<file path="config.mk">
export PLATFORM = sky130hd
export DESIGN_NAME = psum_drain
export DESIGN_NICKNAME = d
export VERILOG_FILES = /design/src/rtl/noc_pkg.sv /design/src/rtl/psum_requant.sv /design/src/rtl/psum_drain.sv
export SDC_FILE = /design/constraint.sdc
export NUM_CORES = 1
export LEC_CHECK = 0
export BUFFER_PORTS_ARGS = -buffer_cell sky130_fd_sc_hd__buf_2
export CAP_MARGIN = 20
export CORE_ASPECT_RATIO = 1.5
export CORE_MARGIN = 2
export CORE_UTILIZATION = 38
export CTS_CLUSTER_DIAMETER = 100
export DETAILED_ROUTE_END_ITERATION = 10
export HOLD_SLACK_MARGIN = 0.02
export PLACE_DENSITY = 0.73
export SLEW_MARGIN = 20
export SYNTH_ARGS = -nofsm -noshare
export SYNTH_HDL_FRONTEND = slang
export SYNTH_SLANG_ARGS = --single-unit
</file>
<file path="constraint.sdc">
create_clock -name clk_i -period 2.1 [get_ports clk_i]
set_input_delay 0.21 -clock clk_i [delete_from_list [all_inputs] [get_ports clk_i]]
set_output_delay 0.21 -clock clk_i [all_outputs]
set_load 0.02 [all_outputs]
</file>
<file path="src/rtl/noc_pkg.sv">
// Shared types and helpers for the PE-array NoC drain path.
// Latency: n/a (types and constant functions only).
// Backpressure: n/a.
package noc_pkg;

    typedef enum logic [1:0] {
        IDLE_S,
        RUN_S,
        FLUSH_S
    } drain_state_t;

    // Valid-convolution output dimension for an image side and kernel side.
    function automatic int out_dim(input int img, input int k);
        return img - k + 1;
    endfunction

    // Counter width able to hold 0..n-1, never narrower than one bit.
    function automatic int cnt_width(input int n);
        return (n > 1) ? $clog2(n) : 1;
    endfunction

endpackage

</file>
<file path="src/rtl/psum_requant.sv">
// Rescales a signed psum: arithmetic shift, optional ReLU, saturation to the output width.
// Latency: purely combinational.
// Backpressure: none; the caller registers the result.
module psum_requant #(
    parameter int G_DATA_WIDTH = 16,
    parameter int G_OUT_WIDTH  = 8,
    parameter int G_SHIFT      = 6,
    parameter int G_RELU       = 1
) (
    input  logic [G_DATA_WIDTH-1:0] psum_dat,
    output logic [G_OUT_WIDTH-1:0]  res_dat
);

    localparam int SAT_MAX_I = 2 ** (G_OUT_WIDTH - 1) - 1;
    localparam int SAT_MIN_I = -(2 ** (G_OUT_WIDTH - 1));
    localparam logic signed [G_DATA_WIDTH-1:0] SAT_MAX = G_DATA_WIDTH'(SAT_MAX_I);
    localparam logic signed [G_DATA_WIDTH-1:0] SAT_MIN = G_DATA_WIDTH'(SAT_MIN_I);

    logic signed [G_DATA_WIDTH-1:0] shifted;
    logic signed [G_DATA_WIDTH-1:0] clamped;

    // Shift keeps the sign, ReLU zeroes negatives, then clamp into the output range.
    always_comb begin
        shifted = $signed(psum_dat) >>> G_SHIFT;
        clamped = shifted;
        if ((G_RELU != 0) && shifted[G_DATA_WIDTH-1]) begin
            clamped = '0;
        end
        if (clamped > SAT_MAX) begin
            clamped = SAT_MAX;
        end else if (clamped < SAT_MIN) begin
            clamped = SAT_MIN;
        end
        res_dat = clamped[G_OUT_WIDTH-1:0];
    end

endmodule

</file>
<file path="src/rtl/psum_drain.sv">
// Drains per-column psum FIFOs in raster row order into one requantised ofmap stream.
// Latency: a word popped in cycle t is presented with ofmap_vld_o in cycle t+1.
// Backpressure: pops only when the output register is empty or being accepted; holds while !ofmap_rdy_i.
module psum_drain
    import noc_pkg::*;
#(
    parameter int G_ARRAY_WIDTH  = 4,
    parameter int G_DATA_WIDTH   = 16,
    parameter int G_OUT_WIDTH    = 8,
    parameter int G_SHIFT        = 6,
    parameter int G_RELU         = 1,
    parameter int G_KERNEL_SIZE  = 5,
    parameter int G_IMAGE_HEIGHT = 28,
    parameter int G_IMAGE_WIDTH  = 28
) (
    input  logic                                       clk_i,
    input  logic                                       rst_ni,
    input  logic                                       start_i,
    input  logic [G_ARRAY_WIDTH-1:0][G_DATA_WIDTH-1:0] psum_i,
    input  logic [G_ARRAY_WIDTH-1:0]                   psum_empty_i,
    output logic [G_ARRAY_WIDTH-1:0]                   psum_rd_en_o,
    output logic [G_OUT_WIDTH-1:0]                     ofmap_o,
    output logic                                       ofmap_vld_o,
    input  logic                                       ofmap_rdy_i,
    output logic                                       ofmap_eol_o,
    output logic                                       ofmap_eof_o,
    output logic                                       busy_o,
    output logic                                       done_o
);

    localparam int OUT_H = out_dim(G_IMAGE_HEIGHT, G_KERNEL_SIZE);
    localparam int OUT_W = out_dim(G_IMAGE_WIDTH, G_KERNEL_SIZE);
    localparam int CW    = cnt_width(OUT_W);
    localparam int RW    = cnt_width(OUT_H);
    localparam int SW    = cnt_width(G_ARRAY_WIDTH);

    localparam logic [CW-1:0] COL_LAST = CW'(OUT_W - 1);
    localparam logic [RW-1:0] ROW_LAST = RW'(OUT_H - 1);
    localparam logic [SW-1:0] SEL_LAST = SW'(G_ARRAY_WIDTH - 1);

    drain_state_t state_q;
    drain_state_t state_d;

    logic [CW-1:0]          col_cnt;
    logic [RW-1:0]          row_cnt;
    logic [SW-1:0]          sel;
    logic                   pop;
    logic                   frame_start;
    logic                   accept;
    logic                   row_end;
    logic                   frame_end;
    logic [G_OUT_WIDTH-1:0] requant_dat;

    assign accept    = ofmap_vld_o && ofmap_rdy_i;
    assign row_end   = (col_cnt == COL_LAST);
    assign frame_end = row_end && (row_cnt == ROW_LAST);
    assign busy_o    = (state_q != IDLE_S);

    psum_requant #(
        .G_DATA_WIDTH (G_DATA_WIDTH),
        .G_OUT_WIDTH  (G_OUT_WIDTH),
        .G_SHIFT      (G_SHIFT),
        .G_RELU       (G_RELU)
    ) u_requant (
        .psum_dat (psum_i[sel]),
        .res_dat  (requant_dat)
    );

    // FSM state register.
    always_ff @(posedge clk_i) begin
        if (!rst_ni) begin
            state_q <= IDLE_S;
        end else begin
            state_q <= state_d;
        end
    end

    // Next state and pop strobe; the pop is gated by reset so nothing leaves a FIFO during reset.
    always_comb begin
        state_d      = state_q;
        pop          = 1'b0;
        frame_start  = 1'b0;
        psum_rd_en_o = '0;
        case (state_q)
            IDLE_S: begin
                if (start_i) begin
                    state_d     = RUN_S;
                    frame_start = 1'b1;
                end
            end
            RUN_S: begin
                pop               = rst_ni && !psum_empty_i[sel] && (!ofmap_vld_o || ofmap_rdy_i);
                psum_rd_en_o[sel] = pop;
                if (pop && frame_end) begin
                    state_d = FLUSH_S;
                end
            end
            FLUSH_S: begin
                if (accept) begin
                    state_d = IDLE_S;
                end
            end
            default: begin
                state_d = IDLE_S;
            end
        endcase
    end

    // Raster position counters; sel follows row_cnt modulo the array width without a divider.
    always_ff @(posedge clk_i) begin
        if (!rst_ni || frame_start) begin
            col_cnt <= '0;
            row_cnt <= '0;
            sel     <= '0;
        end else if (pop) begin
            if (row_end) begin
                col_cnt <= '0;
                row_cnt <= frame_end ? '0 : row_cnt + 1'b1;
                sel     <= (sel == SEL_LAST) ? '0 : sel + 1'b1;
            end else begin
                col_cnt <= col_cnt + 1'b1;
            end
        end
    end

    // Output register: a pop loads a new word (also when the old one leaves this cycle);
    // an accept without a pop empties it. Markers are dropped with the valid.
    always_ff @(posedge clk_i) begin
        if (!rst_ni) begin
            ofmap_o     <= '0;
            ofmap_vld_o <= 1'b0;
            ofmap_eol_o <= 1'b0;
            ofmap_eof_o <= 1'b0;
        end else if (pop) begin
            ofmap_o     <= requant_dat;
            ofmap_vld_o <= 1'b1;
            ofmap_eol_o <= row_end;
            ofmap_eof_o <= frame_end;
        end else if (accept) begin
            ofmap_vld_o <= 1'b0;
            ofmap_eol_o <= 1'b0;
            ofmap_eof_o <= 1'b0;
        end
    end

    // Done pulses the cycle after the eof word is handed off.
    always_ff @(posedge clk_i) begin
        if (!rst_ni) begin
            done_o <= 1'b0;
        end else begin
            done_o <= (state_q == FLUSH_S) && accept;
        end
    end

endmodule

</file>
==> summary.md <==
| Metric | Value |
|---|---|
| Compound-Gate Fraction of Synth Area | `9.19%` |
| Die X | `54.3 µm` |
| Final Util | `54.3%` |
| Synthesized Nets | `230` |
| Final hold vios | `0` |
| Ranking of synthesized cells by area | `dfxtp_1, mux4_2, ha_1` |
| Netlist cell types | `36` |
| Met1 usage | `18.9%` |
| First-pass GRT wire length | `5.87 mm` |
| I/O pin cnt | `89` |
| Worst EP required | `1890 ps` |
| Fmax | `492 MHz` |
| Post-synth EDFFs | `0` |
| Vias/cell | `5.30` |
| Rows | `27` |
| GRT overflow | `0` |
| TNS Setup | `0 ps` |
| Top cells by count, synth | `dfxtp_1, nand2_1, nor2_1` |
| Worst hold slack | `252 ps` |
| H-Tree Depth | `1` |
| Global-route usage over all layers | `17.7%` |
| Adder and majority gate portion of the synthesized area | `5.20%` |
| Critical path class | `reg2out` |
| Multi-input gate area | `907 µm²` |
| Avg Cell Area, Syn | `9.50 µm²` |
| Design Power | `973 µW` |
| Clock power frac | `33.3%` |
| Core Box Area | `0.00365 mm²` |
| Async S/R FF share, synth | `0%` |
| CTS tree | `built` |
| Synth warnings | `0` |
| Max-cap viol count | `0` |
| Seq pwr share | `52.1%` |
| Crit. End Element | `output port` |
| Largest net degree at the start of global routing | `15` |
| Post-synth top area share | `36.0%` |
| Post-synthesis register bit count | `26` |
| Clk sinks | `26` |
| Post-DP HPWL | `2.83 mm` |
| Top cell type by total area after synthesis | `dfxtp_1` |
| Chip height | `79.5 µm` |
| Routed via count | `1431` |
| Largest family of logic cells by synthesized area | `simple AND/OR/NAND/NOR gates` |
| Sw Ratio | `23.4%` |
| Final Slew Violations | `0` |
| Post-route DRC | `0` |
| Root Driver | `clkbuf_8` |
| Netlist Area Pre-Place | `0.00144 mm²` |
| M3 GR Usage | `1.12%` |
| Sw power | `228 µW` |
| CTS Hold Bufs | `0` |
| Max FO, Critical Path | `5` |
| Buffers on Ports | `64` |
| CTS max path bufs | `2` |
| Initial Util | `39.6%` |
| Int Pwr | `746 µW` |
| Outcome | `completed` |
| Mux contribution to synthesized area | `18.4%` |
| Final clock skew | `2.07 ps` |
| Detailed Route WL | `3.58 mm` |
| Vias in the first global route | `1415` |
| CP Launch Type | `flip-flop` |
| Simple-Gate Fraction of Synth Area | `27.6%` |
| Layout cell share with drive strength beyond 1 | `44.5%` |
| GP Congestion | `0.721` |
| Crit path DAT | `1820 ps` |
| Worst-margin pin slew | `506 ps` |
| Prevailing post-synth register cell | `dfxtp_1` |
| Antenna viol nets, final | `0` |
| Clk slew on worst S/H paths | `90 ps` |
| Tcrit/Tclk final | `96.8%` |
| Minimum clock period | `2030 ps` |
| Peak-usage layer in the global routing report | `met2` |
| Initial antenna violation count | `0` |
| Antenna cells | `0` |
| Xor/xnor cell area share of the yosys netlist | `1.21%` |
| Cells after Synth | `152` |
| Initial DRT Pass Iterations | `4` |
| Synthesis-to-layout area growth | `37.2%` |
| Iteration-0 DRC Markers | `29` |
| Clk Latency, worst-skew pair | `270 ps` |
| Hold Crit Class | `in2reg` |
| LEAKAGE | `0.000852 µW` |
| FF+latch area | `522 µm²` |
| GR Util met2 | `34.6%` |
| Filler Cell Count | `348` |
| Sequential share of the synthesized area | `36.0%` |
| Worst rel slew slack | `66.2%` |
| Power per cell area | `491 mW/mm²` |
| Peak VDD IR | `403 µV` |
| Most common cell in the netlist | `dfxtp_1` |
| Avg WL per Cell | `13.3 µm` |
| Nets | `306` |
| CTS buffer count | `3` |
| DIE AREA | `0.00432 mm²` |
| Endpoints failing setup | `0` |
| RSZ-0062 raised after global routing | `true` |
| Comb pwr share | `14.6%` |
[power by group through the flow]
stage                     combinational (µW)  sequential [µW]  clock [µW]
after global routing                     157              509         347
after CTS                                140              507         328
after global placement                   131              518           0
final                                    142              507         324
after floorplan                         56.3              526           0
after detailed placement                 133              519           0
[flip-flops by register name, indices dropped and copies added (netlist names)]
register and count:
ofmap_o 8, col_cnt 5, row_cnt 5, sel 2, state_q 2, done_o 1, ofmap_eof_o 1, ofmap_eol_o 1
ofmap_vld_o 1
[per-stage QoR]
stage                     instance area, µm²  worst slack [ps]  cells
final                                   1980              67.2    270
after global routing                    1980            -0.657    270
after CTS                               1950              47.8    269
after detailed placement                1850             -21.0    262
after global placement                  1850              4.88    262
after floorplan                         1440              25.0    152
[layout make-up]
cell class	count	share of cell area (%)
clock buffers	4	2.78
multi-input cells	118	45.8
inverters	3	0.569
flip-flops and latches	26	26.3
well taps	43	2.72
repair buffers	76	21.8
[timing repair]
action | in CTS | in global routing
setup buffers | 3 | 1
endpoints found under the hold margin | 0 | 0
resized for setup | 6 | 5
cloned | 0 | 0
pin swaps | 1 | 0
endpoints found under the setup margin | 9 | 5
[layer usage]
metal	wire, µm	vias to the layer above
li1	-	707
met1	1380	675
met2	1980	44
met3	171	5
met4	48	0
met5	0	-
[final timing paths]
path / from / endpoint / slack (ps) / cells past startpoint
hold reg to reg: ofmap_o[2] / ofmap_o[2] / 450 / 2
setup reg to reg: sel[0] / row_cnt[0] / 70 / 4
hold / removal: ofmap_rdy_i / done_o / 250 / 3
setup / recovery: sel[0] / psum_rd_en_o[3] / 70 / 5
[cell usage in the layout, fill, tap and decap left out, types with 2 or more instances in the layout]
cell type  count
a31oi_1        2
and2_1         5
buf_2         60
buf_4         13
buf_6          3
clkbuf_8       4
dfxtp_1       25
ha_1           6
inv_1          3
mux2i_1        4
mux4_2        10
nand2_1       18
nand2b_1       5
nand3_1        3
nand4_1        6
nand4b_1       2
nor2_1        16
nor3_1         4
o211ai_1       2
o21ai_0        9
o31ai_1        3
or2_2          5
xnor2_1        2
[cells by family after synthesis]
group | after synthesis
compound gates | 21
buf+inv | 8
xor+xnor | 2
mux | 14
fa+ha+maj | 6
simple gates | 75
flops | 26
[worst max-delay path, stage by stage, from the launching register on]
cell and delay [ps]:
dfxtp_2 340, mux4_2 570, nor4_4 170, buf_4 190, and2_1 150, buf_6 120
Note: power is estimated with default switching activity, not from simulation.
